--- src/rtl/axi_fetch_pkg.sv ---
// Shared types and encodings for the AXI instruction-fetch master:
// FSM states, AXI burst/response codes and line-geometry helpers.
package axi_fetch_pkg;

   typedef enum logic [1:0] {
      S_IDLE  = 2'd0,
      S_AR    = 2'd1,
      S_RDATA = 2'd2,
      S_DRAIN = 2'd3
   } fetch_state_e;

   localparam logic [1:0] AXI_BURST_INCR = 2'b01;
   localparam logic [1:0] AXI_RESP_OKAY  = 2'b00;

   function automatic int line_bytes(int burst_len, int data_w);
      return burst_len * data_w / 8;
   endfunction

   function automatic logic [2:0] size_enc(int data_w);
      return 3'($clog2(data_w / 8));
   endfunction

endpackage

--- src/rtl/fetch_line_buf.sv ---
// Line storage for one cache line (BURST_LEN beats) plus tag/valid,
// with a combinational 32-bit word read addressed by a fetch PC.
module fetch_line_buf
   import axi_fetch_pkg::*;
#(
   parameter int ADDR_W    = 64,
   parameter int DATA_W    = 64,
   parameter int BURST_LEN = 4,
   localparam int BEAT_OFF = $clog2(DATA_W / 8),
   localparam int LINE_OFF = $clog2(line_bytes(BURST_LEN, DATA_W)),
   localparam int BEAT_W   = (BURST_LEN > 1) ? $clog2(BURST_LEN) : 1,
   localparam int TAG_W    = ADDR_W - LINE_OFF
) (
   input  logic              clk,
   input  logic              rstn,
   input  logic              wr_en_i,
   input  logic [BEAT_W-1:0] wr_idx_i,
   input  logic [DATA_W-1:0] wr_data_i,
   input  logic              inval_i,
   input  logic              set_valid_i,
   input  logic [TAG_W-1:0]  set_tag_i,
   input  logic [ADDR_W-1:0] rd_pc_i,
   output logic              hit_o,
   output logic [31:0]       rd_word_o
);

   logic [BURST_LEN-1:0][DATA_W-1:0] mem_q;
   logic [TAG_W-1:0]                 tag_q;
   logic                             valid_q;
   logic [BEAT_W-1:0]                rd_idx;
   logic [BEAT_OFF-3:0]              rd_wsel;
   logic                             unused_bits;

   always_ff @(posedge clk) begin
      if (wr_en_i) mem_q[wr_idx_i] <= wr_data_i;
   end

   always_ff @(posedge clk) begin
      if (!rstn) begin
         valid_q <= 1'b0;
         tag_q   <= '0;
      end else if (inval_i) begin
         valid_q <= 1'b0;
      end else if (set_valid_i) begin
         valid_q <= 1'b1;
         tag_q   <= set_tag_i;
      end
   end

   assign rd_idx      = (BURST_LEN > 1) ? BEAT_W'(rd_pc_i >> BEAT_OFF) : '0;
   assign rd_wsel     = rd_pc_i[BEAT_OFF-1:2];
   assign rd_word_o   = mem_q[rd_idx][{rd_wsel, 5'b0} +: 32];
   assign hit_o       = valid_q && (tag_q == rd_pc_i[ADDR_W-1:LINE_OFF]);
   assign unused_bits = ^rd_pc_i[1:0];

endmodule

--- src/rtl/axi_fetch_master.sv ---
// Instruction-fetch master: one outstanding AXI INCR line fill per miss,
// critical-word response. AXI_FETCH_LINEBUF_EN enables line-buffer hits.
module axi_fetch_master
   import axi_fetch_pkg::*;
#(
   parameter int ADDR_W    = 64,
   parameter int DATA_W    = 64,
   parameter int BURST_LEN = 4,
   parameter int ID_W      = 4,
   parameter int FETCH_ID  = 0
) (
   input  logic              clk,
   input  logic              rstn,
   input  logic              req_valid,
   output logic              req_ready,
   input  logic [ADDR_W-1:0] req_pc,
   input  logic              flush,
   output logic              rsp_valid,
   output logic [31:0]       rsp_instr,
   output logic [ADDR_W-1:0] rsp_pc,
   output logic              rsp_err,
   output logic [ID_W-1:0]   ARID,
   output logic [ADDR_W-1:0] ARADDR,
   output logic [7:0]        ARLEN,
   output logic [2:0]        ARSIZE,
   output logic [1:0]        ARBURST,
   output logic              ARVALID,
   input  logic              ARREADY,
   input  logic [ID_W-1:0]   RID,
   input  logic [DATA_W-1:0] RDATA,
   input  logic [1:0]        RRESP,
   input  logic              RLAST,
   input  logic              RVALID,
   output logic              RREADY
);

   localparam int LINE_BYTES = line_bytes(BURST_LEN, DATA_W);
   localparam int BEAT_OFF   = $clog2(DATA_W / 8);
   localparam int LINE_OFF   = $clog2(LINE_BYTES);
   localparam int BEAT_W     = (BURST_LEN > 1) ? $clog2(BURST_LEN) : 1;
   localparam logic [ADDR_W-1:0] LINE_MASK = ADDR_W'(LINE_BYTES - 1);

   fetch_state_e        state_q;
   logic                arvalid_q, rready_q;
   logic                pend_q, err_q, carry_q, flush_seen_q;
   logic [ADDR_W-1:0]   araddr_q, pc_q, rsp_pc_q;
   logic [BEAT_W-1:0]   beat_q;
   logic                rsp_valid_q, rsp_err_q;
   logic [31:0]         rsp_instr_q;

   logic                accept, beat_fire, beat_err, crit_hit, lb_hit, lb_set;
   logic [BEAT_W-1:0]   crit_beat;
   logic [BEAT_OFF-3:0] crit_wsel;
   logic [31:0]         crit_word, lb_word;
   logic                unused_sig;

   assign req_ready = (state_q == S_IDLE) && !flush;
   assign accept    = req_valid && req_ready;
   assign beat_fire = RVALID && rready_q;
   assign beat_err  = RRESP != AXI_RESP_OKAY;
   assign crit_beat = (BURST_LEN > 1) ? BEAT_W'(pc_q >> BEAT_OFF) : '0;
   assign crit_wsel = pc_q[BEAT_OFF-1:2];
   assign crit_word = RDATA[{crit_wsel, 5'b0} +: 32];
   assign crit_hit  = pend_q && (beat_q == crit_beat) && !flush;
   // Only a clean, unflushed fill may later serve hits.
   assign lb_set    = (state_q == S_RDATA) && beat_fire && RLAST && !flush && !err_q && !beat_err;

`ifdef AXI_FETCH_LINEBUF_EN
   assign unused_sig = ^RID;
`else
   assign unused_sig = ^{RID, lb_hit, lb_word};
`endif

   fetch_line_buf #(
      .ADDR_W    (ADDR_W),
      .DATA_W    (DATA_W),
      .BURST_LEN (BURST_LEN)
   ) u_line_buf (
      .clk         (clk),
      .rstn        (rstn),
      .wr_en_i     ((state_q == S_RDATA) && beat_fire),
      .wr_idx_i    (beat_q),
      .wr_data_i   (RDATA),
      .inval_i     (state_q == S_AR),
      .set_valid_i (lb_set),
      .set_tag_i   (pc_q[ADDR_W-1:LINE_OFF]),
      .rd_pc_i     (req_pc),
      .hit_o       (lb_hit),
      .rd_word_o   (lb_word)
   );

   always_ff @(posedge clk) begin
      if (!rstn) begin
         state_q      <= S_IDLE;
         arvalid_q    <= 1'b0;
         rready_q     <= 1'b0;
         araddr_q     <= '0;
         pc_q         <= '0;
         beat_q       <= '0;
         pend_q       <= 1'b0;
         err_q        <= 1'b0;
         carry_q      <= 1'b0;
         flush_seen_q <= 1'b0;
         rsp_valid_q  <= 1'b0;
         rsp_err_q    <= 1'b0;
         rsp_instr_q  <= '0;
         rsp_pc_q     <= '0;
      end else begin
         rsp_valid_q <= 1'b0;
         rsp_err_q   <= 1'b0;
         rsp_instr_q <= '0;
         rsp_pc_q    <= '0;
         case (state_q)
            S_IDLE: begin
               if (accept) begin
                  if (req_pc[1:0] != 2'b00) begin
                     rsp_valid_q <= 1'b1;
                     rsp_err_q   <= 1'b1;
                     rsp_pc_q    <= req_pc;
                     carry_q     <= 1'b0;
                  end
`ifdef AXI_FETCH_LINEBUF_EN
                  else if (lb_hit) begin
                     rsp_valid_q <= 1'b1;
                     rsp_instr_q <= lb_word;
                     rsp_err_q   <= carry_q;
                     rsp_pc_q    <= req_pc;
                     carry_q     <= 1'b0;
                  end
`endif
                  else begin
                     state_q      <= S_AR;
                     arvalid_q    <= 1'b1;
                     araddr_q     <= req_pc & ~LINE_MASK;
                     pc_q         <= req_pc;
                     beat_q       <= '0;
                     pend_q       <= 1'b1;
                     err_q        <= 1'b0;
                     flush_seen_q <= 1'b0;
                  end
               end
            end
            S_AR: begin
               // The address phase cannot be withdrawn; a flush only redirects to DRAIN.
               if (flush) flush_seen_q <= 1'b1;
               if (ARREADY) begin
                  arvalid_q <= 1'b0;
                  rready_q  <= 1'b1;
                  if (flush_seen_q || flush) begin
                     state_q <= S_DRAIN;
                     pend_q  <= 1'b0;
                  end else begin
                     state_q <= S_RDATA;
                  end
               end
            end
            S_RDATA: begin
               if (beat_fire) begin
                  beat_q <= RLAST ? '0 : beat_q + BEAT_W'(1);
                  if (beat_err) err_q <= 1'b1;
                  if (crit_hit) begin
                     rsp_valid_q <= 1'b1;
                     rsp_instr_q <= crit_word;
                     rsp_err_q   <= err_q | beat_err | carry_q;
                     rsp_pc_q    <= pc_q;
                     carry_q     <= 1'b0;
                     pend_q      <= 1'b0;
                  end else if (beat_err && !pend_q) begin
                     carry_q <= 1'b1;
                  end
               end
               if (flush) begin
                  state_q <= S_DRAIN;
                  pend_q  <= 1'b0;
               end
               if (beat_fire && RLAST) begin
                  state_q  <= S_IDLE;
                  rready_q <= 1'b0;
                  pend_q   <= 1'b0;
               end
            end
            S_DRAIN: begin
               if (beat_fire) begin
                  beat_q <= RLAST ? '0 : beat_q + BEAT_W'(1);
                  if (RLAST) begin
                     state_q  <= S_IDLE;
                     rready_q <= 1'b0;
                  end
               end
            end
            default: state_q <= S_IDLE;
         endcase
      end
   end

   assign ARVALID   = arvalid_q;
   assign ARADDR    = araddr_q;
   assign ARLEN     = arvalid_q ? 8'(BURST_LEN - 1) : 8'd0;
   assign ARSIZE    = arvalid_q ? size_enc(DATA_W) : 3'd0;
   assign ARBURST   = arvalid_q ? AXI_BURST_INCR : 2'b00;
   assign ARID      = arvalid_q ? ID_W'(FETCH_ID) : '0;
   assign RREADY    = rready_q;
   assign rsp_valid = rsp_valid_q;
   assign rsp_instr = rsp_instr_q;
   assign rsp_err   = rsp_err_q;
   assign rsp_pc    = rsp_pc_q;

endmodule

--- config.mk ---
export PLATFORM = sky130hd
export DESIGN_NAME = axi_fetch_master
export DESIGN_NICKNAME = d
export VERILOG_FILES = /design/src/rtl/axi_fetch_pkg.sv /design/src/rtl/fetch_line_buf.sv /design/src/rtl/axi_fetch_master.sv
export SDC_FILE = /design/constraint.sdc
export NUM_CORES = 1
export LEC_CHECK = 0
export CAP_MARGIN = 20
export CORE_MARGIN = 10
export CORE_UTILIZATION = 44
export CTS_CLUSTER_SIZE = 12
export DETAILED_ROUTE_END_ITERATION = 7
export GPL_ROUTABILITY_DRIVEN = 0
export GPL_TIMING_DRIVEN = 0
export MAX_ROUTING_LAYER = met4
export PLACE_DENSITY_LB_ADDON = 0.1
export SYNTH_ARGS = -nofsm -noshare
export SYNTH_HDL_FRONTEND = slang
export SYNTH_SLANG_ARGS = --single-unit
export TNS_END_PERCENT = 20
--- constraint.sdc ---
create_clock -name clk -period 5.6 [get_ports clk]
set_clock_uncertainty 0.05 [all_clocks]
set_input_delay 1.12 -clock clk [delete_from_list [all_inputs] [get_ports clk]]
set_output_delay 1.12 -clock clk [all_outputs]
set_load 0.05 [all_outputs]
==> results by group <==
Outcome
  • Run status: finished clean

Final layout
  • FILL cells: about 1,200
  • Ant. Diodes: 0
  • Layout Nets: between 1,000 and 1,500
  • Non-Filler Instances: between 1,000 and 1,500
  • Fraction of layout cells with a size suffix above 1: 0.135
  • Synth-to-Final Area Change: 58.6%
  • Design Area, Final: 0.0106 sq mm
  • Final Util: 0.718

Timing
  • Final WS setup: around 1.7 ns
  • Final Cycle Share: 0.689
  • RSZ-0062 raised after global routing: no
  • Final Hold Viols: 0
  • Max-slew violations: 0
  • Slew HR: 0.527
  • Final worst path period need: 3.86 ns
  • Endpoints failing setup: 0
  • Setup_tns: 0 ns
  • F_max: roughly 0.26 GHz
  • Measured slew at the worst slew-check pin: between 0.7 and 0.8 ns

Clock network
  • CTS tree: built
  • Later-pin clock latency in the skew report: around 0.42 ns
  • CTS root buf: clkbuf_16
  • Clock sink count: between 150 and 200
  • Hold_buf cts: 0
  • Htree depth: 4
  • Post-CTS sizing: 0
  • Clock buffer depth: 2
  • Num CTS Buffers: 17
  • Post-CTS Setup Inserts: 0
  • Clock-pin slew on the worst setup and hold paths: about 0.060 ns

Floorplanning
  • IO Pins: 323
  • Core Footprint: approximately 0.015 sq mm
  • Die H: about 140 microns
  • Cell row count: 44
  • DIE WIDTH: about 140 microns
  • Die area: roughly 0.020 sq mm
  • Initial Util: 0.453

Placement
  • I/O Buffers: 301
  • HPWL Detailed: 17.3 mm
  • Post-DP Area: ~0.01 sq mm
  • Placed insts: between 1,000 and 1,500
  • DP Worst Slack: between 1.5 and 2 ns

Synthesis
  • Synth unique cells: 48
  • Synth top area share: 0.518
  • Avg Inst Size Synth: between 9 and 10 sq um
  • Synth area leaders: dfxtp_1, buf_4, a22o_1
  • Cells after Synth: 694
  • Synth cell count leaders: dfxtp_1, nand2_1, buf_4
  • Asr flop ratio synth: 0
  • Yosys warning count: 0
  • Post-Syn Area: 0.00665 sq mm
  • Part of the Yosys area used for sequential elements: 0.518
  • Count leader, synth: dfxtp_1
  • Ys flop type: dfxtp_1
  • Synth area leader: dfxtp_1
  • Flops & latches, synth: around 170
  • EDFF count, synth: 0

Worst hold path
  • End of the worst hold path: pc_q[43]$_SDFFE_PN0P_
  • Worst Hold Depth: 2
  • Hold_sp: pc_q[43]$_SDFFE_PN0P_
  • Worst min path class: reg -> reg

Setup path
  • CP required: around 4.4 ns
  • Worst Path Arrival: 2.69 ns
  • CP max FO: 8
  • Critical path capture point type: primary output
  • Worst reg-to-reg setup slack: roughly 3.3 ns
  • R2R depth: 7
  • Worst R2R Start: state_q[1]$_SDFFE_PN0P_
  • Crit path kind: in -> out
  • Crit start category: input port
  • Worst reg2reg endpoint: rsp_pc[8]$_SDFF_PN0_

Global route
  • Largest net degree at the start of global routing: 17
  • Number of global-route vias before repair: about 5,800
  • Global Route Usage Sum: 0.210
  • First-pass GRT wire length: approximately 32 mm
  • Initial antenna violation count: 0
  • Total gr overflow: 0

Routing
  • Number of vias per cell: 4.82
  • Total number of vias: ~5,900
  • Drt first pass iters: 4
  • Antenna-violating nets left: 0
  • Total Routed Length: 21.7 mm
  • # DRC: 0
  • 1st-iter DRT viols: 227
  • Wire length per cell: between 15 and 20 microns

Pwr
  • Max VDD drop: ~0.00023 V
  • Leakage: 4.11 nW
  • Pwr Density: ~310 mW/mm^2

Flow run
  • Max-cap viol count: 0
-- power by group --
part           leakage (nW)  internal [mW]  switching, mW  total, mW
registers              1.39           1.28         0.0386       1.32
clock network         0.290          0.751          0.461       1.21
logic                  2.42          0.317          0.439      0.757
-- logic make-up after synthesis --
kind of cell	synth area share
AO/OA/AOI/OAI	0.166
XOR/XNOR	0.00263
adder cells (fa/ha/maj)	0.00752
buffers and inverters	0.130
flip-flops	0.518
multiplexers	0.0512
other	0.000564
AND/OR/NAND/NOR	0.124
-- per-stage QoR --
step	hold WS (ns)	power, mW
2_1_floorplan	0.384	1.82
3_3_place_gp	0.403	2.10
3_5_place_dp	0.412	2.10
4_1_cts	0.421	3.31
5_1_grt	0.438	3.41
6_report	0.418	3.29
-- registers in the layout (all words and copies together) (netlist names), 2 cells and up --
signal     flops
rsp_pc        64
rsp_instr     32
pc_q          63
state_q        2
beat_q         2
-- worst max-delay path, stage by stage --
cell and delay [ns]:
clkdlybuf4s50_1 0.56, nor2b_1 0.18, clkdlybuf4s50_1 0.83
-- worst max-delay path by stage --
stage                       startpoint   endpoint  slack, ns  cells past startpoint
2_1_floorplan                    flush  req_ready       2.62                      1
6_report                         flush  req_ready       1.74                      3
4_1_cts                          flush  req_ready       1.74                      3
5_1_grt        state_q[1]$_SDFFE_PN0P_  req_ready       1.64                      5
3_5_place_dp                     flush  req_ready       1.76                      3
3_3_place_gp                     flush  req_ready       1.77                      3
-- routing by layer --
metal  routed length [microns]  GRT usage  vias up
li1                          -          -     2940
met1                      8570      0.221     2726
met2                     11300      0.369      225
met3                      1640     0.0687       19
met4                       208     0.0565        0
met5                         0          -        -
-- placed cells by master, fill, tap and decap left out, types with 3 or more instances in the layout --
| master | synthesis | routed |
|---|---|---|
| inv_1 | 4 | 4 |
| buf_2 | 18 | 18 |
| bufinv_16 | 0 | 4 |
| and3_1 | 3 | 3 |
| mux2i_1 | 34 | 34 |
| a22o_1 | 63 | 63 |
| a21oi_1 | 69 | 69 |
| clkbuf_1 | 17 | 21 |
| clkdlybuf4s50_1 | 0 | 301 |
| buf_6 | 7 | 7 |
| buf_4 | 81 | 81 |
| nand2b_1 | 5 | 5 |
| nor2b_1 | 3 | 3 |
| nand2_1 | 130 | 130 |
| o21ai_0 | 4 | 4 |
| dfxtp_1 | 172 | 172 |
| nand3_1 | 3 | 3 |
| nor3_1 | 3 | 3 |
| ha_1 | 4 | 4 |
| nor2_1 | 37 | 37 |
| conb_1 | 1 | 17 |
| clkbuf_16 | 0 | 17 |
| clkinv_2 | 0 | 3 |
-- layout make-up --
type | instances | area [sq um] | share of cell area
Tap cell | 184 | 230 | 0.0218
Multi-Input combinational cell | 409 | 2410 | 0.228
Buffer | 125 | 848 | 0.0804
Inverter | 4 | 15.0 | 0.00142
Timing Repair Buffer | 301 | 3010 | 0.286
Clock inverter | 8 | 143 | 0.0135
Sequential cell | 172 | 3440 | 0.326
Clock buffer | 22 | 454 | 0.0430
Power figures use the tool's default switching activity.
